**src/rtl/hazard_stall_controller_if.sv**
```systemverilog
// Pipeline-to-sequencer bundle: hazard/busywait status in, per-stage hold/flush controls and perf counters out.
// master = pipeline datapath side, slave = hazard_stall_controller.
interface hazard_stall_controller_if #(
  parameter int CNT_W = 32
);
  logic             IMEM_BUSYWAIT;
  logic             DMEM_BUSYWAIT;
  logic [4:0]       ID_RS1;
  logic [4:0]       ID_RS2;
  logic             ID_USES_RS1;
  logic             ID_USES_RS2;
  logic [4:0]       EX_RD;
  logic             EX_MEM_READ;
  logic             EX_BRANCH_TAKEN;
  logic             EX_MULDIV_START;
  logic             PC_WRITE;
  logic             IF_ID_HOLD;
  logic             IF_ID_FLUSH;
  logic             ID_EX_HOLD;
  logic             ID_EX_FLUSH;
  logic             EX_MEM_HOLD;
  logic             EX_MEM_FLUSH;
  logic [CNT_W-1:0] STALL_CYCLES;
  logic [CNT_W-1:0] FLUSH_COUNT;

  modport master (
    output IMEM_BUSYWAIT, DMEM_BUSYWAIT, ID_RS1, ID_RS2, ID_USES_RS1, ID_USES_RS2,
           EX_RD, EX_MEM_READ, EX_BRANCH_TAKEN, EX_MULDIV_START,
    input  PC_WRITE, IF_ID_HOLD, IF_ID_FLUSH, ID_EX_HOLD, ID_EX_FLUSH,
           EX_MEM_HOLD, EX_MEM_FLUSH, STALL_CYCLES, FLUSH_COUNT
  );

  modport slave (
    input  IMEM_BUSYWAIT, DMEM_BUSYWAIT, ID_RS1, ID_RS2, ID_USES_RS1, ID_USES_RS2,
           EX_RD, EX_MEM_READ, EX_BRANCH_TAKEN, EX_MULDIV_START,
    output PC_WRITE, IF_ID_HOLD, IF_ID_FLUSH, ID_EX_HOLD, ID_EX_FLUSH,
           EX_MEM_HOLD, EX_MEM_FLUSH, STALL_CYCLES, FLUSH_COUNT
  );
endinterface

```
**src/rtl/hazard_stall_controller.sv**
```systemverilog
// RV32IM 5-stage sequencer: per-cycle advance/hold/bubble decisions plus saturating stall/flush counters.
// Controls are zero-latency combinational; DMEM busywait freezes everything, including the FSM.
module hazard_stall_controller #(
  parameter int MULDIV_LAT = 32,
  parameter int CNT_W      = 32
) (
  input  logic                     CLK,
  input  logic                     RESET,
  hazard_stall_controller_if.slave bus
);

  localparam int CW       = $clog2(MULDIV_LAT) + 1;
  localparam int CNT_LOAD = (MULDIV_LAT > 1) ? MULDIV_LAT - 2 : 0;

  typedef enum logic [1:0] {RUN, MULDIV, DISCARD} state_t;

  state_t           state, state_nxt;
  logic [CW-1:0]    cnt, cnt_nxt;
  logic             load_use;
  logic             flush_evt;
  logic             pc_write, if_id_hold, if_id_flush;
  logic             id_ex_hold, id_ex_flush, ex_mem_hold, ex_mem_flush;
  logic [CNT_W-1:0] stall_cycles, flush_count;

  always_comb begin
    load_use = bus.EX_MEM_READ && (bus.EX_RD != 5'd0) &&
               ((bus.ID_USES_RS1 && (bus.ID_RS1 == bus.EX_RD)) ||
                (bus.ID_USES_RS2 && (bus.ID_RS2 == bus.EX_RD)));
  end

  always_comb begin
    pc_write     = 1'b1;
    if_id_hold   = 1'b0;
    if_id_flush  = 1'b0;
    id_ex_hold   = 1'b0;
    id_ex_flush  = 1'b0;
    ex_mem_hold  = 1'b0;
    ex_mem_flush = 1'b0;
    flush_evt    = 1'b0;
    state_nxt    = state;
    cnt_nxt      = cnt;
    if (bus.DMEM_BUSYWAIT) begin
      pc_write    = 1'b0;
      if_id_hold  = 1'b1;
      id_ex_hold  = 1'b1;
      ex_mem_hold = 1'b1;
    end else begin
      case (state)
        RUN: begin
          if (bus.EX_BRANCH_TAKEN) begin
            if_id_flush = 1'b1;
            id_ex_flush = 1'b1;
            flush_evt   = 1'b1;
            if (bus.IMEM_BUSYWAIT) state_nxt = DISCARD;
          end else if (bus.EX_MULDIV_START && (MULDIV_LAT > 1)) begin
            pc_write     = 1'b0;
            if_id_hold   = 1'b1;
            id_ex_hold   = 1'b1;
            ex_mem_flush = 1'b1;
            cnt_nxt      = CW'(CNT_LOAD);
            state_nxt    = MULDIV;
          end else if (load_use) begin
            pc_write    = 1'b0;
            if_id_hold  = 1'b1;
            id_ex_flush = 1'b1;
          end else if (bus.IMEM_BUSYWAIT) begin
            pc_write    = 1'b0;
            if_id_flush = 1'b1;
          end
        end
        MULDIV: begin
          if (cnt != '0) begin
            pc_write     = 1'b0;
            if_id_hold   = 1'b1;
            id_ex_hold   = 1'b1;
            ex_mem_flush = 1'b1;
            cnt_nxt      = cnt - CW'(1);
          end else begin
            // final occupancy cycle: result latches into EX/MEM with defaults
            state_nxt = RUN;
          end
        end
        DISCARD: begin
          pc_write    = 1'b0;
          if_id_flush = 1'b1;
          if (!bus.IMEM_BUSYWAIT) state_nxt = RUN;
        end
        default: state_nxt = RUN;
      endcase
    end
  end

  always_ff @(posedge CLK) begin
    if (RESET) begin
      state        <= RUN;
      cnt          <= '0;
      stall_cycles <= '0;
      flush_count  <= '0;
    end else begin
      state <= state_nxt;
      cnt   <= cnt_nxt;
      if (!pc_write && !(&stall_cycles)) stall_cycles <= stall_cycles + CNT_W'(1);
      if (flush_evt && !(&flush_count))  flush_count  <= flush_count + CNT_W'(1);
    end
  end

  assign bus.PC_WRITE     = pc_write;
  assign bus.IF_ID_HOLD   = if_id_hold;
  assign bus.IF_ID_FLUSH  = if_id_flush;
  assign bus.ID_EX_HOLD   = id_ex_hold;
  assign bus.ID_EX_FLUSH  = id_ex_flush;
  assign bus.EX_MEM_HOLD  = ex_mem_hold;
  assign bus.EX_MEM_FLUSH = ex_mem_flush;
  assign bus.STALL_CYCLES = stall_cycles;
  assign bus.FLUSH_COUNT  = flush_count;

endmodule

```
**src/flat_wrapper.sv**
```systemverilog
// flat-port wrapper written by rule: the top's interface ports become plain ports
module hazard_stall_controller_flat 
#(
  parameter int MULDIV_LAT = 32,
  parameter int CNT_W      = 32
)
  (CLK, RESET, bus_IMEM_BUSYWAIT, bus_DMEM_BUSYWAIT, bus_ID_RS1, bus_ID_RS2, bus_ID_USES_RS1, bus_ID_USES_RS2, bus_EX_RD, bus_EX_MEM_READ, bus_EX_BRANCH_TAKEN, bus_EX_MULDIV_START, bus_PC_WRITE, bus_IF_ID_HOLD, bus_IF_ID_FLUSH, bus_ID_EX_HOLD, bus_ID_EX_FLUSH, bus_EX_MEM_HOLD, bus_EX_MEM_FLUSH, bus_STALL_CYCLES, bus_FLUSH_COUNT);
  hazard_stall_controller_if #(.CNT_W(CNT_W)) bus_i ();
  input  logic CLK;
  input  logic RESET;
  input wire logic [$bits(bus_i.IMEM_BUSYWAIT)-1:0] bus_IMEM_BUSYWAIT;
  input wire logic [$bits(bus_i.DMEM_BUSYWAIT)-1:0] bus_DMEM_BUSYWAIT;
  input wire logic [$bits(bus_i.ID_RS1)-1:0] bus_ID_RS1;
  input wire logic [$bits(bus_i.ID_RS2)-1:0] bus_ID_RS2;
  input wire logic [$bits(bus_i.ID_USES_RS1)-1:0] bus_ID_USES_RS1;
  input wire logic [$bits(bus_i.ID_USES_RS2)-1:0] bus_ID_USES_RS2;
  input wire logic [$bits(bus_i.EX_RD)-1:0] bus_EX_RD;
  input wire logic [$bits(bus_i.EX_MEM_READ)-1:0] bus_EX_MEM_READ;
  input wire logic [$bits(bus_i.EX_BRANCH_TAKEN)-1:0] bus_EX_BRANCH_TAKEN;
  input wire logic [$bits(bus_i.EX_MULDIV_START)-1:0] bus_EX_MULDIV_START;
  output wire logic [$bits(bus_i.PC_WRITE)-1:0] bus_PC_WRITE;
  output wire logic [$bits(bus_i.IF_ID_HOLD)-1:0] bus_IF_ID_HOLD;
  output wire logic [$bits(bus_i.IF_ID_FLUSH)-1:0] bus_IF_ID_FLUSH;
  output wire logic [$bits(bus_i.ID_EX_HOLD)-1:0] bus_ID_EX_HOLD;
  output wire logic [$bits(bus_i.ID_EX_FLUSH)-1:0] bus_ID_EX_FLUSH;
  output wire logic [$bits(bus_i.EX_MEM_HOLD)-1:0] bus_EX_MEM_HOLD;
  output wire logic [$bits(bus_i.EX_MEM_FLUSH)-1:0] bus_EX_MEM_FLUSH;
  output wire logic [$bits(bus_i.STALL_CYCLES)-1:0] bus_STALL_CYCLES;
  output wire logic [$bits(bus_i.FLUSH_COUNT)-1:0] bus_FLUSH_COUNT;
  assign bus_i.IMEM_BUSYWAIT = bus_IMEM_BUSYWAIT;
  assign bus_i.DMEM_BUSYWAIT = bus_DMEM_BUSYWAIT;
  assign bus_i.ID_RS1 = bus_ID_RS1;
  assign bus_i.ID_RS2 = bus_ID_RS2;
  assign bus_i.ID_USES_RS1 = bus_ID_USES_RS1;
  assign bus_i.ID_USES_RS2 = bus_ID_USES_RS2;
  assign bus_i.EX_RD = bus_EX_RD;
  assign bus_i.EX_MEM_READ = bus_EX_MEM_READ;
  assign bus_i.EX_BRANCH_TAKEN = bus_EX_BRANCH_TAKEN;
  assign bus_i.EX_MULDIV_START = bus_EX_MULDIV_START;
  assign bus_PC_WRITE = bus_i.PC_WRITE;
  assign bus_IF_ID_HOLD = bus_i.IF_ID_HOLD;
  assign bus_IF_ID_FLUSH = bus_i.IF_ID_FLUSH;
  assign bus_ID_EX_HOLD = bus_i.ID_EX_HOLD;
  assign bus_ID_EX_FLUSH = bus_i.ID_EX_FLUSH;
  assign bus_EX_MEM_HOLD = bus_i.EX_MEM_HOLD;
  assign bus_EX_MEM_FLUSH = bus_i.EX_MEM_FLUSH;
  assign bus_STALL_CYCLES = bus_i.STALL_CYCLES;
  assign bus_FLUSH_COUNT = bus_i.FLUSH_COUNT;
  hazard_stall_controller #(.MULDIV_LAT(MULDIV_LAT), .CNT_W(CNT_W)) u_core (.CLK(CLK), .RESET(RESET), .bus(bus_i));
endmodule
```
**config.mk**
```make
export PLATFORM = sky130hd
export DESIGN_NAME = hazard_stall_controller_flat
export DESIGN_NICKNAME = d
export VERILOG_FILES = /design/src/rtl/hazard_stall_controller_if.sv /design/src/rtl/hazard_stall_controller.sv /design/src/flat_wrapper.sv
export SDC_FILE = /design/constraint.sdc
export NUM_CORES = 1
export LEC_CHECK = 0
export CORE_ASPECT_RATIO = 0.9
export CORE_MARGIN = 4
export CORE_UTILIZATION = 50
export CTS_BUF_LIST = sky130_fd_sc_hd__clkbuf_4 sky130_fd_sc_hd__clkbuf_8
export DETAILED_ROUTE_END_ITERATION = 10
export HOLD_SLACK_MARGIN = 0.12
export PLACE_DENSITY = 0.9
export SKIP_CTS_REPAIR_TIMING = 1
export SYNTH_ARGS = -nofsm -noshare
export SYNTH_HDL_FRONTEND = slang
export SYNTH_SLANG_ARGS = --single-unit
```
**constraint.sdc**
```tcl
create_clock -name CLK -period 2.86 [get_ports CLK]
set_input_delay 0.429 -clock CLK [delete_from_list [all_inputs] [get_ports CLK]]
set_output_delay 0.429 -clock CLK [all_outputs]
set_load 0.02 [all_outputs]
```
==> impl_results.rst <==
.. list-table::
   :header-rows: 1

   * - Metric
     - Value
   * - Synth warnings
     - 0
   * - Design area
     - between 5000 and 6000 um^2
   * - Startpoint kind of the worst setup timing path
     - register
   * - Seq cells post-synth
     - 72
   * - Maximum vdd ir drop
     - between 0.3 and 0.4 mV
   * - Most area-consuming cells after synthesis
     - sky130_fd_sc_hd__dfxtp_1, sky130_fd_sc_hd__a21oi_1, sky130_fd_sc_hd__xnor2_1, sky130_fd_sc_hd__or4_1, sky130_fd_sc_hd__nor2_1
   * - DRC
     - 0
   * - DR iter-0 viols
     - around 230
   * - Post-synthesis net count
     - around 520
   * - Later-pin clock latency in the skew report
     - ~0.34 ns
   * - Total clock sinks
     - between 70 and 80
   * - Total leakage power
     - about 1.8 nW
   * - # rows
     - 30
   * - DIE HEIGHT
     - about 94 um
   * - Path class of the lowest-slack min-delay path
     - reg -> reg
   * - Initial antenna violation count
     - 0
   * - Cell area after technology mapping
     - approximately 4000 um^2
   * - Number of global-route vias before repair
     - between 3000 and 4000
   * - Post-Place Worst Slack
     - -0.278 ns
   * - Final total negative setup slack
     - 0 ns
   * - Final WL
     - between 10000 and 15000 um
   * - Starting density of the core
     - between 50% and 60%
   * - Number of enable-type register cells in the synthesized netlist
     - 0
   * - Total gr overflow
     - 0
   * - Drt wl/cell
     - 16.1 um
   * - Die X
     - 103 um
   * - Relative slew slack
     - a little under half
   * - Post-route clock skew
     - between 0.015 and 0.02 ns
   * - RSZ-0062 raised after global routing
     - no
   * - Wire length of the first global-routing pass
     - between 15000 and 20000 um
   * - Maximum clock path buffer count
     - 2
   * - Core outline area
     - slightly below 8000 um^2
   * - CP Data Required Time
     - 2.43 ns
   * - Sequential share of the synthesized area
     - between 30% and 40%
   * - Global placement routability congestion
     - approximately 0.9
   * - Layout area overhead
     - 33.5%
   * - Largest net degree at the start of global routing
     - between 50 and 60
   * - Instance count of the mapped netlist
     - slightly below 500
   * - Top-count cell post-synth
     - sky130_fd_sc_hd__dfxtp_1
   * - Placed wire-length estimate after detailed placement
     - a little under 8000 um
   * - Number of fillers in the final layout
     - 632
   * - Worst Tran Pin Value
     - roughly 0.80 ns
   * - Smallest setup slack after layout
     - 0.0812 ns
   * - Mean Syn Cell Area
     - between 8 and 9 um^2
   * - Maximum fanout along the worst path
     - 4
   * - Leading register cell type out of synthesis
     - sky130_fd_sc_hd__dfxtp_1
   * - Total via count after detailed routing
     - about 4200
   * - Synth unique cells
     - between 50 and 60
   * - Met1 Routed Length
     - about 4800 um
   * - Post-layout min period
     - 2.78 ns
   * - Setup Viol. Count Final
     - 0
   * - Count of buffers from port buffering
     - 94
   * - Final antenna diode count
     - 0
   * - Remaining antenna violation count
     - 0
   * - Ratio of routed vias to standard cells
     - slightly above 6
   * - Max-cap violation count
     - 0
   * - Crit path DAT
     - 2.35 ns
   * - Setup CP Type
     - reg -> out
   * - Uppermost routed layer
     - met4
   * - Ports
     - 95
   * - Full die area
     - just under 10000 um^2
   * - All-Layer GR Usage
     - between 20% and 30%
   * - Post-synth top cells
     - sky130_fd_sc_hd__dfxtp_1, sky130_fd_sc_hd__nor2_1, sky130_fd_sc_hd__a21oi_1
   * - Fraction of the core area covered by cells at the end of the flow
     - 70.3%
   * - Status
     - completed
   * - Net count reported at finish
     - ~610
   * - Part of the cycle the worst path needs
     - 97.2%
   * - Critical Path End Type
     - primary output
   * - P per Cell Area
     - between 400 and 500 nW/um^2
   * - Final number of max-transition violations
     - 0
   * - TritonCTS buffer count
     - 9
   * - TritonCTS clock tree
     - built
   * - H-tree depth
     - 3
   * - Dominant cell type by area after synthesis
     - sky130_fd_sc_hd__dfxtp_1
   * - Reg clk slew, reported paths
     - 0.08 ns
   * - Root buf cell
     - sky130_fd_sc_hd__clkbuf_8
   * - Proportion of synthesized flip-flops having asynchronous set or reset
     - 0%
   * - Hold Vio Cnt, Final
     - 0
   * - Fraction of layout instances using a drive strength above 1
     - a little over a tenth
   * - Met2 wirelength from detailed routing
     - between 5000 and 6000 um
   * - Met3 routed wirelength
     - approximately 650 um
   * - Area after DPL
     - 5140 um^2
   * - Maximum clock rate
     - about 360 MHz
   * - First drt pass iteration count
     - 5
   * - Post-synth top area share
     - 35.4%
## area by class of cell
| cell class | instances | area [um^2] | area share [%] |
|---|---|---|---|
| clock inverter | 5 | 104 | 1.91 |
| clock buffer | 11 | 145 | 2.67 |
| inverter | 10 | 37.5 | 0.691 |
| timing repair buffer | 113 | 1110 | 20.4 |
| multi-input combinational | 380 | 2480 | 45.6 |
| tap | 96 | 120 | 2.21 |
| sequential | 72 | 1440 | 26.6 |
## sequential cells by signal (all words and copies together), names as in the netlist
name	flops
u_core.bus.FLUSH_COUNT	32
u_core.state	2
u_core.cnt	6
u_core.bus.STALL_CYCLES	32
## layer usage
layer  up-vias  GRT usage, %
met2       143          37.4
met5         -             0
met3        17          5.29
met4         0          6.36
li1       2015             -
met1      2002          29.9
## cells in the final DEF (no fill, tap or decap), drive strengths merged, types with 4 or more instances in the layout
cell and instances:
and3 13, clkdlybuf4s50 88, and2 5, buf 21
dfxtp 72, or3 14, mux2 8, nor2 47
o21ai 14, nor3 11, ha 4, clkbuf 12
nand4 29, nand2 29, o31ai 22, or4 25
nor4 10, nand3 24, and4 5, nor2b 10
xor2 12, inv 10, a211oi 5, a21oi 43
xnor2 24
## through the flow
step	hold slack [ns]	std cells	power, mW
final	0.491	687	2.29
after CTS	0.496	685	2.30
after global placement	0.475	669	1.30
after global routing	0.526	687	2.38
after detailed placement	0.484	669	1.31
after floorplan	0.491	488	1.20
## power breakdown
group / total (mW) / leakage [nW] / switching (mW) / internal (mW)
sequential: 1.04 / 0.582 / 0.0219 / 1.02
clock: 0.983 / 0.127 / 0.369 / 0.613
combinational: 0.263 / 1.12 / 0.137 / 0.126
total: 2.29 / 1.83 / 0.528 / 1.76
## critical path, cell delays in order (launching register included)
cell and delay, ns:
sky130_fd_sc_hd__dfxtp_2 0.33, sky130_fd_sc_hd__inv_1 0.10, sky130_fd_sc_hd__ha_4 0.14, sky130_fd_sc_hd__or3b_4 0.37, sky130_fd_sc_hd__and2_4 0.19, sky130_fd_sc_hd__or4b_4 0.49, sky130_fd_sc_hd__a21oi_4 0.14, sky130_fd_sc_hd__or2_4 0.14
sky130_fd_sc_hd__buf_6 0.11
## path summary, 6_finish.rpt
path                                                     to  slack, ns  cells past startpoint                        start
worst min-delay path            u_core.bus.STALL_CYCLES[16]       0.49                      2  u_core.bus.STALL_CYCLES[16]
worst max register to register   u_core.bus.STALL_CYCLES[0]       0.15                      6   u_core.bus.STALL_CYCLES[0]
worst max-delay path                           bus_PC_WRITE       0.08                      8                u_core.cnt[1]
worst min register to register  u_core.bus.STALL_CYCLES[16]       0.49                      2  u_core.bus.STALL_CYCLES[16]
## logic make-up after synthesis
logic type	after synthesis	share of synthesized area [%]
XOR/XNOR	36	7.74
AND/OR/NAND/NOR	238	34.1
flip-flops	72	35.4
adder cells (fa/ha/maj)	4	1.23
buffers and inverters	36	4.36
multiplexers	9	3.20
AO/OA/AOI/OAI	93	13.9
Note: power is estimated with default switching activity, not from simulation.
